<file path="src/rtl/hour24_timer_if.sv">
// Signal bundle between the hour stage and its surroundings (minute stage,
// time-zone/mode config, set controls, display and date logic).
interface hour24_timer_if;
  logic       min_cycle;
  logic [4:0] tz_offset;
  logic       mode12;
  logic       set_en;
  logic       set_btn;
  logic [4:0] base_hr;
  logic [4:0] disp_hr;
  logic [3:0] hr_tens;
  logic [3:0] hr_ones;
  logic       pm;
  logic [1:0] day_rel;
  logic       day_carry;

  modport slave (
    input  min_cycle, tz_offset, mode12, set_en, set_btn,
    output base_hr, disp_hr, hr_tens, hr_ones, pm, day_rel, day_carry
  );

  modport master (
    output min_cycle, tz_offset, mode12, set_en, set_btn,
    input  base_hr, disp_hr, hr_tens, hr_ones, pm, day_rel, day_carry
  );
endinterface

</file>
<file path="src/rtl/hour24_timer.sv">
// Hour stage of the world clock: base hour counter with RUN/SET modes,
// button-driven manual set, time-zone offset and registered 24h/12h BCD display.
module hour24_timer (
  input  logic           clk,
  input  logic           reset_n,
  hour24_timer_if.slave  bus
);

  typedef enum logic {RUN, SET} state_e;

  state_e     state_q, state_d;
  logic [4:0] base_q, base_d;
  logic       carry_q, carry_d;
  logic       s1_q, s2_q, s3_q;
  logic       rise;

  logic [4:0] disp_q, disp_d;
  logic [3:0] tens_q, tens_d;
  logic [3:0] ones_q, ones_d;
  logic       pm_q, pm_d;
  logic [1:0] rel_q, rel_d;

  logic signed [4:0] tz_s;
  logic signed [4:0] eff;
  logic              tz_ok;
  logic signed [6:0] sum;
  logic [4:0]        loc_hr;

  // Button: two-flop synchronizer plus an edge-detect flop.
  always_ff @(posedge clk or negedge reset_n) begin
    if (!reset_n) begin
      s1_q <= 1'b0;
      s2_q <= 1'b0;
      s3_q <= 1'b0;
    end else begin
      s1_q <= bus.set_btn;
      s2_q <= s1_q;
      s3_q <= s2_q;
    end
  end

  assign rise = s2_q & ~s3_q;

  always_ff @(posedge clk or negedge reset_n) begin
    if (!reset_n) begin
      state_q <= RUN;
      base_q  <= 5'd0;
      carry_q <= 1'b0;
    end else begin
      state_q <= state_d;
      base_q  <= base_d;
      carry_q <= carry_d;
    end
  end

  // The counting action uses the current state, so the edge that switches
  // state still applies the old state's increment source.
  always_comb begin
    state_d = bus.set_en ? SET : RUN;
    base_d  = base_q;
    carry_d = 1'b0;
    case (state_q)
      RUN: begin
        if (bus.min_cycle) begin
          if (base_q == 5'd23) begin
            base_d  = 5'd0;
            carry_d = 1'b1;
          end else begin
            base_d = base_q + 5'd1;
          end
        end
      end
      SET: begin
        if (rise) base_d = (base_q == 5'd23) ? 5'd0 : base_q + 5'd1;
      end
      default: base_d = base_q;
    endcase
  end

  // Offsets outside -12..+14 are treated as zero.
  assign tz_s  = bus.tz_offset;
  assign tz_ok = (tz_s >= -5'sd12) && (tz_s <= 5'sd14);
  assign eff   = tz_ok ? tz_s : 5'sd0;

  // 7 bits so that 23 + 14 = 37 stays positive.
  assign sum = $signed({2'b00, base_q}) + $signed({{2{eff[4]}}, eff});

  always_comb begin
    rel_d  = 2'b00;
    loc_hr = sum[4:0];
    if (sum < 7'sd0) begin
      loc_hr = 5'(sum + 7'sd24);
      rel_d  = 2'b11;
    end else if (sum > 7'sd23) begin
      loc_hr = 5'(sum - 7'sd24);
      rel_d  = 2'b01;
    end
  end

  always_comb begin
    pm_d   = (loc_hr >= 5'd12);
    disp_d = loc_hr;
    if (bus.mode12) begin
      if (loc_hr == 5'd0)      disp_d = 5'd12;
      else if (loc_hr > 5'd12) disp_d = loc_hr - 5'd12;
    end
  end

  always_comb begin
    tens_d = 4'd0;
    ones_d = 4'(disp_d);
    if (disp_d >= 5'd20) begin
      tens_d = 4'd2;
      ones_d = 4'(disp_d - 5'd20);
    end else if (disp_d >= 5'd10) begin
      tens_d = 4'd1;
      ones_d = 4'(disp_d - 5'd10);
    end
  end

  always_ff @(posedge clk or negedge reset_n) begin
    if (!reset_n) begin
      disp_q <= 5'd0;
      tens_q <= 4'd0;
      ones_q <= 4'd0;
      pm_q   <= 1'b0;
      rel_q  <= 2'b00;
    end else begin
      disp_q <= disp_d;
      tens_q <= tens_d;
      ones_q <= ones_d;
      pm_q   <= pm_d;
      rel_q  <= rel_d;
    end
  end

  assign bus.base_hr   = base_q;
  assign bus.day_carry = carry_q;
  assign bus.disp_hr   = disp_q;
  assign bus.hr_tens   = tens_q;
  assign bus.hr_ones   = ones_q;
  assign bus.pm        = pm_q;
  assign bus.day_rel   = rel_q;

endmodule

</file>
<file path="src/flat_wrapper.sv">
// flat-port wrapper written by rule: the top's interface ports become plain ports
module hour24_timer_flat 
  (clk, reset_n, bus_min_cycle, bus_tz_offset, bus_mode12, bus_set_en, bus_set_btn, bus_base_hr, bus_disp_hr, bus_hr_tens, bus_hr_ones, bus_pm, bus_day_rel, bus_day_carry);
  hour24_timer_if bus_i ();
  input  logic clk;
  input  logic reset_n;
  input wire logic [$bits(bus_i.min_cycle)-1:0] bus_min_cycle;
  input wire logic [$bits(bus_i.tz_offset)-1:0] bus_tz_offset;
  input wire logic [$bits(bus_i.mode12)-1:0] bus_mode12;
  input wire logic [$bits(bus_i.set_en)-1:0] bus_set_en;
  input wire logic [$bits(bus_i.set_btn)-1:0] bus_set_btn;
  output wire logic [$bits(bus_i.base_hr)-1:0] bus_base_hr;
  output wire logic [$bits(bus_i.disp_hr)-1:0] bus_disp_hr;
  output wire logic [$bits(bus_i.hr_tens)-1:0] bus_hr_tens;
  output wire logic [$bits(bus_i.hr_ones)-1:0] bus_hr_ones;
  output wire logic [$bits(bus_i.pm)-1:0] bus_pm;
  output wire logic [$bits(bus_i.day_rel)-1:0] bus_day_rel;
  output wire logic [$bits(bus_i.day_carry)-1:0] bus_day_carry;
  assign bus_i.min_cycle = bus_min_cycle;
  assign bus_i.tz_offset = bus_tz_offset;
  assign bus_i.mode12 = bus_mode12;
  assign bus_i.set_en = bus_set_en;
  assign bus_i.set_btn = bus_set_btn;
  assign bus_base_hr = bus_i.base_hr;
  assign bus_disp_hr = bus_i.disp_hr;
  assign bus_hr_tens = bus_i.hr_tens;
  assign bus_hr_ones = bus_i.hr_ones;
  assign bus_pm = bus_i.pm;
  assign bus_day_rel = bus_i.day_rel;
  assign bus_day_carry = bus_i.day_carry;
  hour24_timer u_core (.clk(clk), .reset_n(reset_n), .bus(bus_i));
endmodule
</file>
<file path="config.mk">
export PLATFORM = sky130hd
export DESIGN_NAME = hour24_timer_flat
export DESIGN_NICKNAME = d
export VERILOG_FILES = /design/src/rtl/hour24_timer_if.sv /design/src/rtl/hour24_timer.sv /design/src/flat_wrapper.sv
export SDC_FILE = /design/constraint.sdc
export NUM_CORES = 1
export LEC_CHECK = 0
export ABC_AREA = 1
export BUFFER_PORTS_ARGS = -buffer_cell sky130_fd_sc_hd__buf_2
export CORE_UTILIZATION = 49
export CTS_CLUSTER_SIZE = 24
export DETAILED_ROUTE_END_ITERATION = 6
export GPL_TIMING_DRIVEN = 1
export PLACE_DENSITY = 0.72
export SKIP_LAST_GASP = 1
export SLEW_MARGIN = 20
export SYNTH_ARGS = -nofsm -noshare
export SYNTH_HDL_FRONTEND = slang
export SYNTH_SLANG_ARGS = --single-unit
</file>
<file path="constraint.sdc">
create_clock -name clk -period 3.51 [get_ports clk]
set_input_delay 0.351 -clock clk [delete_from_list [all_inputs] [get_ports clk]]
set_output_delay 0.351 -clock clk [all_outputs]
set_load 0.05 [all_outputs]
</file>
==> results of run 1 <==
-- area by class of cell --
cell class	instances	area, um^2
inverter	40	154
sequential	23	576
fill	218	696
tap	44	55.1
timing repair buffer	81	542
clock inverter	1	7.51
clock buffer	3	22.5
multi-input combinational	134	1030
-- registers in the layout, summed over array words and instances (netlist names) --
name and cells:
u_core.bus.hr_tens 2, u_core.bus.pm 1, u_core.bus.hr_ones 3, u_core.s3_q 1, u_core.state_q 1, u_core.bus.day_rel 2
u_core.bus.day_carry 1, u_core.s2_q 1, u_core.bus.base_hr 5, u_core.bus.disp_hr 5, u_core.s1_q 1
-- kinds of logic after synthesis --
| group | count (synthesis) |
|---|---|
| other | 1 |
| buffers and inverters | 45 |
| AO/OA/AOI/OAI | 14 |
| adder cells (fa/ha/maj) | 15 |
| flip-flops | 23 |
| XOR/XNOR | 1 |
| AND/OR/NAND/NOR | 102 |
-- synth_stat cells, types with 3 or more instances --
library cell / instances / area share (%)
nand4_1: 5 / 1.9
nor2_1: 9 / 2.1
nand2_1: 37 / 8.6
nand2_4: 5 / 3.5
ha_1: 14 / 11
nand2_2: 13 / 5.0
buf_4: 3 / 1.4
inv_2: 3 / 0.70
inv_1: 37 / 8.6
nor2_4: 3 / 2.1
a21oi_1: 4 / 1.2
nand3_1: 20 / 6.2
dfrtp_1: 23 / 36
nor2_2: 3 / 1.2
-- per-stage QoR --
| stage | cells | area (um^2) | util, % | setup WS, ns | hold WS [ns] |
|---|---|---|---|---|---|
| after floorplan | 202 | 1710 | - | -0.392 | 0.0554 |
| after global placement | 310 | 2170 | 70.7 | -0.519 | 0.338 |
| after detailed placement | 310 | 2170 | 70.7 | -0.593 | 0.343 |
| after CTS | 320 | 2330 | 75.6 | -0.151 | 0.123 |
| after global routing | 326 | 2380 | 77.4 | -0.517 | 0.100 |
| final | 326 | 2380 | 77.4 | -0.251 | 0.128 |
-- worst max-delay path by stage --
stage                startpoint                         endpoint  slack (ns)  cells past startpoint
5_1_grt        bus_tz_offset[4]  u_core.bus.hr_ones[1]$_DFF_PN0_       -0.52                     38
3_5_place_dp   bus_tz_offset[4]  u_core.bus.hr_ones[2]$_DFF_PN0_       -0.59                     36
3_3_place_gp   bus_tz_offset[4]  u_core.bus.hr_ones[1]$_DFF_PN0_       -0.52                     35
6_report       bus_tz_offset[4]  u_core.bus.hr_ones[2]$_DFF_PN0_       -0.25                     38
2_1_floorplan  bus_tz_offset[4]  u_core.bus.hr_ones[1]$_DFF_PN0_       -0.39                     33
4_1_cts        bus_tz_offset[4]  u_core.bus.hr_ones[2]$_DFF_PN0_       -0.15                     36
-- timing repair --
action	in CTS	in global routing
gates resized for setup	13	3
endpoints found under the hold margin	14	0
hold buffers	1	0
endpoints found under the setup margin	5	5
pin swaps	16	9
setup buffers	5	6
-- per-layer routing --
metal | routed length, um | vias to the layer above | track usage [%] | part of all wire, %
met5 | 0 | - | 0 | 0
met4 | 53 | 0 | 7.14 | 1.5
met3 | 84 | 6 | 1.97 | 2.4
met2 | 1860 | 32 | 40.1 | 52
met1 | 1550 | 690 | 27.2 | 44
li1 | - | 794 | - | -
==> impl_metrics.yaml, run 1 <==
placed_design:
  io_buffers: 30
  place_hpwl_mm: 2.63
  gp_congestion: 0.862
setup_path:
  crit_family: "simple AND/OR/NAND/NOR gates"
  slowest_delay_ns: 0.25
  crit_required_ns: 3.74
  worstPathMaxFanout: 5
  worstReg2RegStart: "u_core.bus.base_hr[0]$_DFFE_PN0P_"
  path_class: "in2reg"
  arrival_ns: 3.99
  worst_path_most_repeated_cell: "nand2_2"
  reg2reg_slack_ns: -0.06
  timing.rr.end: "u_core.bus.hr_ones[2]$_DFF_PN0_"
  cp-end-kind: "register"
  ff2ff_path_depth: 30
  cp-start-kind: "input port"
  cp_num_buf_inv: 9
  crit_slowest_cell: "or2_4"
sta:
  fmax_mhz: 266
  finClkSkew_ns: 0.00179
  fin_crit_ns: 3.76
  setup-tns-final_ns: -1.10
  drv_slew: 0
  tightest_slew_ns: 0.513
  fin_crit_sh_pct: 107
  rsz0062_at_grt: "true"
  worst_slack_ns: -0.251
  maxSlewHeadroom_pct: 65.8
  hold_violations: 0
  finalSetupViolations: 5
status:
  status: "finished with violations"
  violations: "setup timing"
route:
  post-route-drc-count: 0
  firstDrtPassIters: 4
  wl_per_cell_um: 10.9
  ant_nets: 0
  wl_mm: 3.55
  vias_per_cell: 4.67
  num_vias: 1522
  drt_iter0_drc: 39
logic_synthesis:
  synth-compound-area-share_pct: 5.50
  synthXorXnorAreaFrac_pct: 0.542
  yosys.area_share.simple_pct: 34.9
  yosys_warnings: 0
  synthAdderAreaFrac_pct: 12.1
  ys.flop_type: "dfrtp_1"
  synth_top_family_by_area: "simple AND/OR/NAND/NOR gates"
  synthMuxAreaShare_pct: 0
  synth_area_mm2: 0.00162
  seq_area_frac_synth_pct: 35.6
  syn_inst: 201
  synth-async-reset-ratio_pct: 100
  synth_cell_types: 32
  ys_seq_elements: 23
  syn_area_per_cell_um2: 8.04
  synth_edf_count: 0
clock_tree:
  numCtsBuffers: 3
  tritoncts: "built"
  clock_sinks: 23
  cts_root_buf: "clkbuf_4"
  path_clk_slew_ns: 0.14
  h-tree-depth: 1
  clockBufferDepth: 2
  clk_latency_ns: 0.32
floorplan:
  die_area_mm2: 0.00353
  dieWidth_um: 59.4
  core_area_mm2: 0.00308
  pin_count: 33
  die_height_um: 59.4
  start_util_pct: 52.5
  rows: 20
layout:
  nets: 309
  layout_common_cells: "buf_4 (50), nand2_1 (32), inv_1 (31), buf_2 (29), dfrtp_1 (23)"
  layout_commonest_cell: "buf_4"
  drive_above_1_share_pct: 51.8
  antenna_cells: 0
  area_growth_syn_to_layout_pct: 47.5
global_route:
  grt_pass1_wl_mm: 5.83
  antenna_found_initial: 0
  grt_usage_pct: 22.1
  grt_pass1_vias: 1389
  grt-ovfl-total: 0
  grt_max_degree: 24
worst_hold_path:
  holdPathEnd: "u_core.s1_q$_DFF_PN0_"
  min_path_type: "in2reg"
  hold_start: "bus_set_btn"
  whs_path_depth: 1
run:
  max_cap_viol_count: 0
Power of run 1 is not shown: default switching activity piles up to over one toggle a cycle in this logic, so the estimate is an artifact.
==> inputs of run 2 (changes only) <==
--- a/config.mk
+++ b/config.mk
@@ -7,6 +7,7 @@
 export LEC_CHECK = 0
 export ABC_AREA = 1
 export BUFFER_PORTS_ARGS = -buffer_cell sky130_fd_sc_hd__buf_2
+export CORE_ASPECT_RATIO = 1.75
 export CORE_UTILIZATION = 49
 export CTS_CLUSTER_SIZE = 24
 export DETAILED_ROUTE_END_ITERATION = 6
==> run 2 against run 1 <==
Net effect: the flow still finishes with violations (setup timing); non-clock buffer count grew 19; die area grew 0.25%; setup slack lost 0.28 ns; maximum frequency shrank 7.0%; clock skew grew 0.0094 ns; clock-buffer cell count is the same; worst hold slack lost 0.10 ns; critical path depth shrank 2; core utilization grew 3.8 points; first-iteration DRC count shrank 33%; global-route usage grew 2.7 points.
==> impl_metrics.yaml, run 2 (same netlist as run 1, synthesis figures left out) <==
sta:
  rsz0062_at_grt: "true"
  finalSetupViolations: 6
  finClkSkew_ns: 0.0112
  fin_crit_ns: 4.05
  worst_slack_ns: -0.535
  fin_crit_sh_pct: 115
  tightest_slew_ns: 0.510
  maxSlewHeadroom_pct: 66.0
  hold_violations: 0
  fmax_mhz: 247
  drv_slew: 0
global_route:
  grt_max_degree: 24
  grt-ovfl-total: 0
  antenna_found_initial: 0
  grt_pass1_vias: 1600
  grt_usage_pct: 24.7
  grt_pass1_wl_mm: 6.47
placed_design:
  gp_congestion: 0.824
  dpl_cell_area_mm2: 0.00221
  io_buffers: 30
  place_hpwl_mm: 2.79
floorplan:
  core_area_mm2: 0.00314
  die_area_mm2: 0.00354
  dieWidth_um: 45.4
  pin_count: 33
  rows: 27
  die_height_um: 78.0
  start_util_pct: 51.4
setup_path:
  worstReg2RegStart: "u_core.bus.base_hr[0]$_DFFE_PN0P_"
  crit_required_ns: 3.68
  cp-end-kind: "register"
  arrival_ns: 4.21
  worstPathMaxFanout: 5
  worstSetupStartpoint: "bus_tz_offset[4]"
  path_class: "in2reg"
  worst_path_most_repeated_cell: "nand2_2"
  cp-start-kind: "input port"
  slowest_delay_ns: 0.40
  crit_slowest_cell: "fa_2"
clock_tree:
  clk_latency_ns: 0.28
  numCtsBuffers: 3
  tritoncts: "built"
  holdBufCountCts: 0
  clockBufferDepth: 2
  cts_root_buf: "clkbuf_8"
  path_clk_slew_ns: 0.09
  clock_sinks: 23
  h-tree-depth: 1
route:
  wl_mm: 4.10
  wl_per_cell_um: 11.9
  ant_nets: 0
  num_vias: 1625
  vias_per_cell: 4.72
  drt_iter0_drc: 26
  firstDrtPassIters: 4
  post-route-drc-count: 0
layout:
  drive_above_1_share_pct: 55.8
  nets: 328
  layout_commonest_cell: "buf_4"
  multi_input_area_mm2: 0.00103
  nFillCells: 208
  fin_area_mm2: 0.00255
  final-seq-area_um2: 576
  layout_common_cells: "buf_4 (69), inv_1 (30), nand2_1 (30), buf_2 (29), dfrtp_1 (23)"
  antenna_cells: 0
  area_growth_syn_to_layout_pct: 57.9
status:
  status: "finished with violations"
  violations: "setup timing"
run:
  max_cap_viol_count: 0
worst_hold_path:
  min_path_type: "in2async"
==> run 2: metal layers <==
layer,GRT usage (%),routed length [um],part of all wire [%],vias to the layer above
li1,-,-,-,825
met1,24.7,1500,37,771
met2,47.0,2420,59,21
met3,2.33,70,1.7,8
met4,10.9,115,2.8,0
met5,0,0,0,-
==> run 2: layout make-up <==
| type | instances | area share (%) |
|---|---|---|
| repair buffers | 100 | 26.9 |
| flip-flops and latches | 23 | 22.6 |
| clock buffers | 3 | 1.62 |
| clock inverters | 1 | 0.196 |
| multi-input cells | 134 | 40.5 |
| inverters | 40 | 6.13 |
| well taps | 43 | 2.11 |
==> run 2: worst max-delay path: cells and delay by family <==
| kind | cells | cell delay, ns |
|---|---|---|
| simple gates | 21 | 1.84 |
| buf+inv | 7 | 0.43 |
| compound gates | 3 | 0.58 |
| fa+ha+maj | 5 | 0.98 |
==> run 2: worst paths after layout <==
kind | to | slack, ns | cells after the start
max | u_core.bus.hr_ones[1]$_DFF_PN0_ | -0.54 | 36
min | u_core.bus.base_hr[2]$_DFFE_PN0P_ | 0.03 | 1
max reg2reg | u_core.bus.hr_ones[1]$_DFF_PN0_ | -0.21 | 30
min reg2reg | u_core.s2_q$_DFF_PN0_ | 0.36 | 0
max in group asynchronous | u_core.bus.day_carry$_DFF_PN0_ | 3.13 | 1
min in group clk | u_core.state_q$_DFF_PN0_ | 0.18 | 1
==> run 2: repair_timing <==
item	CTS	global route
resized for setup	10	12
hold endpoints to repair	0	0
setup endpoints to repair	5	8
pin swaps	23	23
setup buffers	21	5
==> run 2: per-stage QoR <==
stage	std cells	setup TNS (ns)	utilization, %	setup WS (ns)	hold slack, ns
after floorplan	202	-1.73	-	-0.392	0.0554
after global placement	314	-2.84	70.4	-0.610	0.337
after detailed placement	314	-3.23	70.4	-0.683	0.349
after CTS	339	-1.53	78.8	-0.316	0.0566
after global routing	344	-4.39	81.2	-0.748	0.0729
final	344	-2.81	81.2	-0.535	0.0260
Power of run 2 is left out for the same reason.
